File: src/rtl/sudoku_loader.sv
// Clears the 9x9 grid and its row/col/box mark arrays, then streams a raster-order puzzle into them.
// Define SUDOKU_LOADER_CONFLICT_CHECK_EN to add duplicate-given detection and o_conflict_idx.
module sudoku_loader #(
  parameter int N_CELL      = 81,
  parameter int MARK_STRIDE = 9
) (
  input  logic       clk,
  input  logic       rst,
  input  logic       i_start,
  input  logic       i_valid,
  input  logic [3:0] i_digit,
  output logic       o_ready,
  output logic       o_we,
  output logic [3:0] o_wrdata,
  output logic [6:0] o_addr,
  output logic       o_we_mark,
  output logic       o_wrdata_mark_row,
  output logic       o_wrdata_mark_col,
  output logic       o_wrdata_mark_matrix,
  output logic [6:0] o_addr_mark_row,
  output logic [6:0] o_addr_mark_col,
  output logic [6:0] o_addr_mark_matrix,
  output logic       o_busy,
  output logic       o_done,
  output logic [6:0] o_given_cnt,
`ifdef SUDOKU_LOADER_CONFLICT_CHECK_EN
  output logic       o_error,
  output logic [6:0] o_conflict_idx
`else
  output logic       o_error
`endif
);

  typedef enum logic [1:0] {S_IDLE, S_CLEAR, S_LOAD, S_DONE} state_t;

  state_t     state, state_nxt;
  logic [6:0] k;
  logic [3:0] row, col;

  logic       start_p0, acc_p0, given_p0, bad_p0, last_p0, err_hit_p0;
  logic [6:0] idx_p0;
  logic [3:0] box_p0;

  function automatic logic [6:0] cell_idx(input logic [3:0] r, input logic [3:0] c);
    return 7'(r) * 7'(MARK_STRIDE) + 7'(c);
  endfunction

  function automatic logic [3:0] box_of(input logic [3:0] r, input logic [3:0] c);
    return (r / 4'd3) * 4'd3 + c / 4'd3;
  endfunction

  function automatic logic [6:0] mark_addr(input logic [3:0] grp, input logic [3:0] d);
    return 7'(grp) * 7'(MARK_STRIDE) + 7'(d) - 7'd1;
  endfunction

  assign start_p0 = (state == S_IDLE) && i_start;
  assign acc_p0   = i_valid && o_ready;
  assign idx_p0   = cell_idx(row, col);
  assign box_p0   = box_of(row, col);
  assign given_p0 = (i_digit != 4'd0) && (i_digit <= 4'd9);
  assign bad_p0   = (i_digit > 4'd9);
  assign last_p0  = (idx_p0 == 7'(N_CELL - 1));

  assign o_ready = (state == S_LOAD);
  assign o_busy  = (state == S_CLEAR) || (state == S_LOAD);
  assign o_done  = (state == S_DONE);

`ifdef SUDOKU_LOADER_CONFLICT_CHECK_EN
  logic [8:0] row_bm [9];
  logic [8:0] col_bm [9];
  logic [8:0] box_bm [9];
  logic [8:0] dig_onehot_p0;
  logic       dup_p0;
  logic       conflict_seen;

  assign dig_onehot_p0 = given_p0 ? (9'd1 << (i_digit - 4'd1)) : 9'd0;
  assign dup_p0        = |((row_bm[row] | col_bm[col] | box_bm[box_p0]) & dig_onehot_p0);
  assign err_hit_p0    = bad_p0 || dup_p0;

  // Shadow bitmaps only need a clean slate per puzzle, so they clear on start rather than reset
  always_ff @(posedge clk) begin
    if (start_p0) begin
      for (int i = 0; i < 9; i++) begin
        row_bm[i] <= '0;
        col_bm[i] <= '0;
        box_bm[i] <= '0;
      end
    end else if ((state == S_LOAD) && acc_p0 && given_p0) begin
      row_bm[row]    <= row_bm[row] | dig_onehot_p0;
      col_bm[col]    <= col_bm[col] | dig_onehot_p0;
      box_bm[box_p0] <= box_bm[box_p0] | dig_onehot_p0;
    end
  end

  always_ff @(posedge clk) begin
    if (rst) begin
      o_conflict_idx <= '0;
      conflict_seen  <= 1'b0;
    end else if (start_p0) begin
      o_conflict_idx <= '0;
      conflict_seen  <= 1'b0;
    end else if ((state == S_LOAD) && acc_p0 && dup_p0 && !conflict_seen) begin
      o_conflict_idx <= idx_p0;
      conflict_seen  <= 1'b1;
    end
  end
`else
  assign err_hit_p0 = bad_p0;
`endif

  always_ff @(posedge clk) begin
    if (rst) state <= S_IDLE;
    else     state <= state_nxt;
  end

  always_comb begin
    state_nxt = state;
    case (state)
      S_IDLE:  if (i_start) state_nxt = S_CLEAR;
      S_CLEAR: if (k == 7'(N_CELL - 1)) state_nxt = S_LOAD;
      S_LOAD:  if (acc_p0 && last_p0) state_nxt = S_DONE;
      S_DONE:  state_nxt = S_IDLE;
      default: state_nxt = S_IDLE;
    endcase
  end

  // Counters and status
  always_ff @(posedge clk) begin
    if (rst) begin
      k           <= '0;
      row         <= '0;
      col         <= '0;
      o_given_cnt <= '0;
      o_error     <= 1'b0;
    end else if (start_p0) begin
      k           <= '0;
      row         <= '0;
      col         <= '0;
      o_given_cnt <= '0;
      o_error     <= 1'b0;
    end else if (state == S_CLEAR) begin
      k <= k + 7'd1;
      if (k == 7'(N_CELL - 1)) begin
        row <= '0;
        col <= '0;
      end
    end else if ((state == S_LOAD) && acc_p0) begin
      if (last_p0) begin
        row <= '0;
        col <= '0;
      end else if (col == 4'd8) begin
        col <= '0;
        row <= row + 4'd1;
      end else begin
        col <= col + 4'd1;
      end
      if (given_p0)   o_given_cnt <= o_given_cnt + 7'd1;
      if (err_hit_p0) o_error     <= 1'b1;
    end
  end

  // Memory write port: one registered stage behind the clear counter / accepted beat
  always_ff @(posedge clk) begin
    if (rst) begin
      o_we                 <= 1'b0;
      o_wrdata             <= '0;
      o_addr               <= '0;
      o_we_mark            <= 1'b0;
      o_wrdata_mark_row    <= 1'b0;
      o_wrdata_mark_col    <= 1'b0;
      o_wrdata_mark_matrix <= 1'b0;
      o_addr_mark_row      <= '0;
      o_addr_mark_col      <= '0;
      o_addr_mark_matrix   <= '0;
    end else begin
      o_we      <= 1'b0;
      o_we_mark <= 1'b0;
      if (state == S_CLEAR) begin
        o_we                 <= 1'b1;
        o_addr               <= k;
        o_wrdata             <= '0;
        o_we_mark            <= 1'b1;
        o_addr_mark_row      <= k;
        o_addr_mark_col      <= k;
        o_addr_mark_matrix   <= k;
        o_wrdata_mark_row    <= 1'b0;
        o_wrdata_mark_col    <= 1'b0;
        o_wrdata_mark_matrix <= 1'b0;
      end else if ((state == S_LOAD) && acc_p0) begin
        o_we     <= 1'b1;
        o_addr   <= idx_p0;
        o_wrdata <= given_p0 ? i_digit : 4'd0;
        if (given_p0) begin
          o_we_mark            <= 1'b1;
          o_addr_mark_row      <= mark_addr(row, i_digit);
          o_addr_mark_col      <= mark_addr(col, i_digit);
          o_addr_mark_matrix   <= mark_addr(box_p0, i_digit);
          o_wrdata_mark_row    <= 1'b1;
          o_wrdata_mark_col    <= 1'b1;
          o_wrdata_mark_matrix <= 1'b1;
        end
      end
    end
  end

endmodule

File: config.mk
export PLATFORM = sky130hd
export DESIGN_NAME = sudoku_loader
export DESIGN_NICKNAME = d
export VERILOG_FILES = /design/src/rtl/sudoku_loader.sv
export SDC_FILE = /design/constraint.sdc
export NUM_CORES = 1
export LEC_CHECK = 0
export CELL_PAD_IN_SITES_DETAIL_PLACEMENT = 0
export CELL_PAD_IN_SITES_GLOBAL_PLACEMENT = 1
export CORE_MARGIN = 2
export CORE_UTILIZATION = 42
export CTS_CLUSTER_SIZE = 30
export DETAILED_ROUTE_END_ITERATION = 8
export HOLD_SLACK_MARGIN = 0.15
export PLACE_DENSITY_LB_ADDON = 0.1
export SYNTH_ARGS = -nofsm -noshare
export SYNTH_HDL_FRONTEND = slang
export SYNTH_SLANG_ARGS = --single-unit
File: constraint.sdc
create_clock -name clk -period 5.9 [get_ports clk]
set_clock_uncertainty 0.1 [all_clocks]
set_input_delay 1.77 -clock clk [delete_from_list [all_inputs] [get_ports clk]]
set_output_delay 1.77 -clock clk [all_outputs]
set_load 0.01 [all_outputs]
* Word level (Yosys, flattened, before mapping) *
Index checks and enable logic that the tools add are counted.

operators by class
  $add $sub $neg = 12
  equal/unequal tests = 9
  muxes and demuxes = 30
  reductions and logical operators = 20
  bitwise operators = 1
  divide/modulo/power cells = 2
  $mul = 4
  shift operators = 0
  order comparisons = 2

operators with widths
  cell                   count
  $mux W7                11
  $mux W4                10
  $add A7 B4 Y7          4
  $mul A4 B4 Y7 const B  3
  $sub A7 B1 Y7 const B  3
  $add A7 B1 Y7 const B  2
  $eq A7 B7 Y1 const B   2
  $reduce_and A3 Y1      4
  $add A4 B1 Y4 const B  2
  $div A4 B2 Y4 const B  2
  $pmux W2 S4            1
  $mux W2                3
  $reduce_and A2 Y1      3
  $logic_and A1 B1 Y1    5
  $mux W1                5
  $add A4 B4 Y4          1
  $eq A2 B2 Y1 const B   2
  $eq A4 B4 Y1 const B   1
  $gt A4 B4 Y1 const B   1
  $le A4 B4 Y1 const B   1
  $mul A4 B2 Y4 const B  1
  $ne A2 B1 Y1 const B   2
  $reduce_bool A2 Y1     2
  $reduce_bool A4 Y1     1
  other kinds (7)        8

storage, ports and cells
  memories kept = 0
  register bits after elaboration = 60
  output and inout port bits = 48
  RAM bits = 0
  input bits = 8
  bits in latches = 0
  ROM bits = 0
  logic and storage cells = 94

* Depth between registers and ports, before layout *
Gate-level depths: netlist of the first run.

  word-level depth = 9
  mapped depth = 27
  depth with buffers taken out = 27

* Worst setup path after synthesis of the first run *
OpenSTA, ideal clock, no wires.

  path kind = register -> register
  from = register row[2]
  to = register o_addr_mark_matrix[6]
  library setup time = 0.070 ns
  period minus slack after synthesis = 5.344 ns
  slack = 0.556 ns
  required time = 5.730 ns
  buffers on the path = 0
  stages on the path, launching flop included = 26
  arrival time = 5.173 ns
  path through = dfxtp_1 inv_1 nor2_1 ha_1 inv_1 ha_1 nand2_1 and3b_1 o22ai_1 fa_1 ha_1 inv_1 fa_1 xor2_1 xnor2_1 ha_1 ha_1 inv_1 fa_1 fa_1 inv_1 a21o_1 a21oi_1 xnor3_1 a21o_1 a21oi_1

between the ends
  cells in the longest elaborated chain, start to end = 9

RTL lines
  element                 RTL line  text
  start, declared         38        logic [3:0] row, col;
  start signal, assigned  153       row <= row + 4'd1;
  $div A4 B2 Y4           49        return (r / 4'd3) * 4'd3 + c / 4'd3;
  $mul A4 B2 Y4           49
  $add A4 B4 Y4           49
  $mul A4 B4 Y7           53        return 7'(grp) * 7'(MARK_STRIDE) + 7'(d) - 7'd1;
  $add A7 B4 Y7           53
  $sub A7 B1 Y7           53
  $mux W7                 193       if (given_p0) begin
  $mux W7                 189       end else if ((state == S_LOAD) && acc_p0) begin
  $mux W7                 178       if (state == S_CLEAR) begin
  end signal, assigned    185       o_addr_mark_matrix <= k;
  end signal, assigned    197       o_addr_mark_matrix <= mark_addr(box_p0, i_digit);
  end, declared           22        output logic [6:0] o_addr_mark_matrix,

Every way passes these cells. The select of a mux whose other input is x is not followed.
A chain may end at the register's enable or synchronous reset.

* Final worst setup path of the first run *
Ends and elaborated chain as after synthesis.

==> qor.csv, run 1 <==
metric,value,unit
status,"complete, no violations",
path_max_fanout,7,
die_w,106.2,µm
synth-main-ff-cell,dfxtp_1,
fin_crit,5574,ps
die_h,106.2,µm
switching_share,34.40,%
ff_latch_area,1204,µm²
final_max_slew_viol_count,0,
crit_path_end_kind,register,
area_growth,22.12,%
cts.path.max_buffers,2,
netlist_area,4383,µm²
setup_viol_count_final,0,
finalInstanceArea,5353,µm²
htree_levels,3,
grt_max_degree,30,
dpl.hpwl,8.653,mm
finalNonFillerCells,714,
worst_hold_slack,376.5,ps
synth-edff-count,0,
postCtsHoldBufs,0,
synth_nets,605,
clk_latency,340,ps
start_util,42.84,%
dpl.cell_count,697,
grt_pass1_vias,3685,
power.leakage,2.247,nW
cts_buffers,9,
r2r-end,o_addr_mark_matrix[6]$_SDFFE_PP0P_,
layout-drive-gt1-share,5.709,%
p_clk_share,29.9,%
drc_errors,0,
ir_worst_vdd,0.0002044,V
antenna_found_initial,0,
async_reset_ff_share,0,%
report.final.hold_viol_count,0,
first_iter_violations,118,
cts_root_buffer,clkbuf_8,
die-area,11270,µm²
cp.arrival,5740,ps
finalSetupTns,0,ps
post-route-period-util,94.48,%
vias,3619,
rr_worst_depth,25,
p_int,1.031,mW
clock_sinks,60,
combPwrFrac,36.9,%
worst_pin_slew,787.5,ps
synth.avg_cell_area,8.478,µm²
holdPathEnd,o_wrdata[3]$_SDFFE_PP0P_,
ys_seq_area_share,27.41,%
finalWirelength,11.22,mm
ant_nets,0,
worstSetupPathType,reg2reg,
final_nets,661,
io_buffer_count,55,
drv_cap,0,
hold_path_class,reg2reg,
grt_use_total,21.16,%
final_cell_mix,"inv_1 (75), ha_1 (65), dfxtp_1 (58)",
synth_seq_cells,60,
r2r_slack,330,ps
clk_pin_slew_worst_paths,80,ps
final_util,52.32,%
core,10230,µm²
worstPathRequired,6070,ps
power_density,293.7,nW/µm²
grt-ovfl-total,0,
place_congestion,0.8145,
syn_inst,517,
layout_commonest_cell,inv_1,
row_count,37,
hold_depth,2,
max_slew_margin,47.50,%
rsz0062_at_grt,false,
via_per_inst,5.069,
boundaryPins,56,
p_sw,0.5407,mW
worstHoldStart,o_wrdata[3]$_SDFFE_PP0P_,
p_seq_share,33.3,%
n_fill_cell,1002,
wire_per_inst,15.72,µm
grt_pass1_wl,18.62,mm
fmax,179.4,MHz
cts_tree,built,
r2r-start,row[2]$_SDFFE_PP0P_,
dpl_cell_area,5089,µm²
yosysUniqueCellTypes,49,
yosysWarningCount,0,
diodes,0,
start_kind,register,
dr.pass1.iters,4,
multi_input_area,2823,µm²
[kinds of logic (layout without fill, tap and decap cells)]
kind of cell / count (synthesis) / count (layout) / synth area share [%]
DFF: 60 / 60 / 27.41
and+or+nand+nor: 129 / 129 / 13.59
AOI/OAI and AO/OA: 111 / 111 / 15.84
buffers and inverters: 95 / 156 / 8.307
muxes: 4 / 4 / 1.199
adders and majority gates: 80 / 80 / 25.41
xor gates and xnor gates: 38 / 38 / 8.250
[power by group through the flow]
stage	combinational [mW]	sequential, mW	clock (mW)
2_1_floorplan	0.317	0.551	0
3_3_place_gp	0.577	0.532	0
3_5_place_dp	0.580	0.532	0
4_1_cts	0.585	0.524	0.483
5_1_grt	0.641	0.532	0.501
6_report	0.580	0.523	0.469
[synth_stat cells (2+ instances only)]
cell type | instances | share of area (%)
inv_1 | 75 | 6.4
ha_1 | 65 | 19
dfxtp_1 | 60 | 27
a21oi_1 | 47 | 5.4
nand2_1 | 47 | 4.0
nor2_1 | 35 | 3.0
xnor2_1 | 22 | 4.4
clkbuf_1 | 17 | 1.5
fa_1 | 15 | 6.9
xor2_1 | 14 | 2.8
a21o_1 | 13 | 2.2
nor3_1 | 12 | 1.4
o21ai_1 | 10 | 1.1
nand3_1 | 8 | 0.91
nand4_1 | 7 | 1.0
o21ai_0 | 7 | 0.80
a31oi_1 | 6 | 0.86
o211ai_1 | 5 | 0.86
o21a_1 | 5 | 0.86
a211oi_1 | 3 | 0.51
and3_1 | 3 | 0.43
mux2i_1 | 3 | 0.69
nor2b_1 | 3 | 0.43
or4_1 | 3 | 0.51
and3b_1 | 2 | 0.40
buf_4 | 2 | 0.34
nand3b_1 | 2 | 0.34
nor3b_1 | 2 | 0.34
o21bai_1 | 2 | 0.34
o22ai_1 | 2 | 0.29
o31ai_1 | 2 | 0.34
[metrics by stage]
stage          setup slack [ps]  power (mW)
2_1_floorplan             556.2      0.8678
5_1_grt                   2.415       1.673
6_report                  325.6       1.572
3_3_place_gp              311.7       1.109
4_1_cts                   102.3       1.592
3_5_place_dp              139.9       1.113
[what timing repair did]
action,CTS,global route
resized for setup,0,5
setup buffers,0,1
setup endpoints to repair,0,2
[area by class of cell]
class / instances / share of cell area (%)
clock buffers: 10 / 2.571
clock inverters: 6 / 2.080
inverters: 75 / 5.259
multi-input cells: 362 / 52.74
flip-flops and latches: 60 / 22.49
well taps: 136 / 3.179
repair buffers: 65 / 11.69
[flip-flops by register name, indices dropped and copies added (netlist names)]
register / flops
col: 4
k: 7
o_addr: 7
o_addr_mark_col: 7
o_addr_mark_matrix: 7
o_addr_mark_row: 7
o_error: 1
o_given_cnt: 7
o_we: 1
o_we_mark: 1
o_wrdata: 4
o_wrdata_mark_matrix: 1
row: 4
state: 2
[critical path, stage by stage, from the launching register on]
cell     delay [ps]
dfxtp_2         400
inv_1           100
nor2_2          160
ha_1            160
inv_1            40
ha_1            170
nand2_2         110
and3b_1         170
o22ai_1         120
fa_1            530
ha_1            150
inv_1            50
fa_1            370
xor2_1          160
xnor2_1         200
ha_1            270
ha_1            280
inv_1            50
fa_1            520
fa_1            470
inv_1            70
a21o_1          110
a21oi_1          80
xnor3_1         340
a21o_1          180
a21oi_1         140
[per-layer routing]
metal | vias up | track usage [%] | wire length (µm)
met5 | - | 0 | 0
met3 | 10 | 3.740 | 263
met1 | 1716 | 29.54 | 5709
li1 | 1848 | - | -
met2 | 45 | 33.79 | 5136
met4 | 0 | 5.451 | 114
[worst max path at each step]
stage | from | end | slack [ps] | depth (start not counted)
after CTS | row[2]$_SDFFE_PP0P_ | o_addr_mark_matrix[6]$_SDFFE_PP0P_ | 100 | 25
final | row[2]$_SDFFE_PP0P_ | o_addr_mark_matrix[6]$_SDFFE_PP0P_ | 330 | 25
after detailed placement | row[2]$_SDFFE_PP0P_ | o_addr_mark_matrix[6]$_SDFFE_PP0P_ | 140 | 25
after floorplan | row[2]$_SDFFE_PP0P_ | o_addr_mark_matrix[6]$_SDFFE_PP0P_ | 560 | 25
after global placement | row[2]$_SDFFE_PP0P_ | o_addr_mark_matrix[6]$_SDFFE_PP0P_ | 310 | 25
after global routing | row[2]$_SDFFE_PP0P_ | o_addr_mark_matrix[6]$_SDFFE_PP0P_ | 2 | 25
Power figures use the tool's default switching activity.
==> run 2, diff against run 1 <==
CORE_ASPECT_RATIO = 0.75   (was default)
==> run 2 against run 1 <==
Compared with the run above: clock power grew 12%; sequential power barely moved; sequential cell count unchanged; wire length up 2.4%; global-route usage grew 0.60 points; combinational power is 0.7% higher; critical endpoint unchanged; largest power group unchanged.
==> qor.csv, run 2 (synthesis results as in run 1) <==
metric,value,unit
core,10210,µm²
final_util,52.87,%
first_iter_violations,234,
io_buffer_count,55,
wire_per_inst,16.07,µm
clk_latency,330,ps
fin_crit,5556,ps
grt_pass1_wl,18.69,mm
power.leakage,2.273,nW
drv_cap,0,
worstSetupPathType,reg2reg,
dr.pass1.iters,4,
pre_cts_ws,353.2,ps
max_slew_margin,46.99,%
die_w,122.0,µm
path_max_fanout,5,
start_kind,register,
post-route-period-util,94.16,%
area_growth,23.15,%
boundaryPins,56,
fmax,180.0,MHz
die_h,92.47,µm
die-area,11280,µm²
cpMaxStageDelayCell,fa_1,
worstHoldStart,o_wrdata[3]$_SDFFE_PP0P_,
antenna_found_initial,0,
worstPathRequired,6060,ps
ctsResizeCount,0,
globalRouteMet2Util,33.57,%
place_congestion,0.8343,
postCtsHoldBufs,0,
cts_root_buffer,clkbuf_16,
dpl.hpwl,8.931,mm
power_density,303.3,nW/µm²
layout-drive-gt1-share,5.009,%
hold_path_class,reg2reg,
final_max_slew_viol_count,0,
r2r_slack,340,ps
row_count,32,
cts_buffers,9,
r2r-start,row[2]$_SDFFE_PP0P_,
worst_pin_slew,795.2,ps
grt-ovfl-total,0,
report.final.hold_viol_count,0,
finalWirelength,11.49,mm
via_per_inst,5.124,
crit_path_end_kind,register,
finalNonFillerCells,715,
layout_commonest_cell,inv_1,
diodes,0,
slowest_delay,530,ps
dpl.cell_count,699,
grt_use_met3,4.372,%
grt_use_total,21.75,%
start_util,42.93,%
cts_tree,built,
cts.path.max_buffers,2,
finalSetupTns,0,ps
rsz0062_at_grt,false,
finalInstanceArea,5398,µm²
vias,3664,
ant_nets,0,
final_cell_mix,"inv_1 (75), ha_1 (65), dfxtp_1 (60)",
n_fill_cell,984,
busiest_layer,met2,
grt_pass1_vias,3613,
rr_worst_depth,25,
grt_util_met1,31.32,%
grt_max_degree,30,
status,"complete, no violations",
holdPathEnd,o_wrdata[3]$_SDFFE_PP0P_,
final_nets,662,
dpl_cell_area,5104,µm²
htree_levels,3,
cp.arrival,5720,ps
drc_errors,0,
clock_sinks,60,
setup_viol_count_final,0,
setup_slack,344.3,ps
r2r-end,o_addr_mark_matrix[6]$_SDFFE_PP0P_,
post_cts_buffers,0,
ir_worst_vdd,0.0001808,V
hold_depth,2,
clk_pin_slew_worst_paths,60,ps
-- run 2: cell types whose count changed in the layout (fill, tap and decap cells not counted), sizes merged --
cell / before / now
bufinv: 3 / 1
clkinv: 2 / 4
buf: 10 / 11
-- run 2: worst max-delay path by stage --
stage | depth (start not counted) | end | from | slack, ps
3_3_place_gp | 25 | o_addr_mark_matrix[6]$_SDFFE_PP0P_ | row[2]$_SDFFE_PP0P_ | 470
4_1_cts | 25 | o_addr_mark_matrix[6]$_SDFFE_PP0P_ | row[2]$_SDFFE_PP0P_ | 320
2_1_floorplan | 25 | o_addr_mark_matrix[6]$_SDFFE_PP0P_ | row[2]$_SDFFE_PP0P_ | 560
6_report | 25 | o_addr_mark_matrix[6]$_SDFFE_PP0P_ | row[2]$_SDFFE_PP0P_ | 340
3_5_place_dp | 25 | o_addr_mark_matrix[6]$_SDFFE_PP0P_ | row[2]$_SDFFE_PP0P_ | 350
5_1_grt | 25 | o_addr_mark_matrix[6]$_SDFFE_PP0P_ | row[2]$_SDFFE_PP0P_ | 20
-- run 2: power by group --
part / internal (mW) / switching (mW) / total (mW)
clock network: 0.327 / 0.200 / 0.526
registers: 0.478 / 0.0486 / 0.526
logic: 0.263 / 0.322 / 0.584
-- run 2: stage by stage --
| step | hold slack [ps] | total power [mW] |
|---|---|---|
| 6_report | 366.7 | 1.637 |
| 5_1_grt | 390.9 | 1.738 |
| 4_1_cts | 371.3 | 1.656 |
| 3_5_place_dp | 363.5 | 1.119 |
| 3_3_place_gp | 350.6 | 1.115 |
| 2_1_floorplan | 366.9 | 0.8678 |
-- run 2: layer usage --
| layer | vias to the layer above | routed length [µm] | share of wire [%] |
|---|---|---|---|
| li1 | 1848 | - | - |
| met1 | 1734 | 5856 | 51 |
| met2 | 72 | 4971 | 43 |
| met3 | 10 | 554 | 4.8 |
| met4 | 0 | 105 | 0.91 |
| met5 | - | 0 | 0 |
-- run 2: critical path: cells and delay by family, from the launching register on --
kind | cells | cell delay [ps]
xor gates and xnor gates | 3 | 690
adders and majority gates | 9 | 2900
and+or+nand+nor | 3 | 580
AOI/OAI and AO/OA | 5 | 620
buffers and inverters | 5 | 260
DFF | 1 | 330
-- run 2: area by class of cell --
class                           instances  area [µm²]  area share (%)
Multi-Input combinational cell        362        2818           52.20
Sequential cell                        60        1201           22.25
Timing Repair Buffer                   66       633.1           11.73
Inverter                               75       281.5           5.216
Clock buffer                           10       229.0           4.242
Tap cell                              136       170.2           3.153
Clock inverter                          6       65.06           1.205
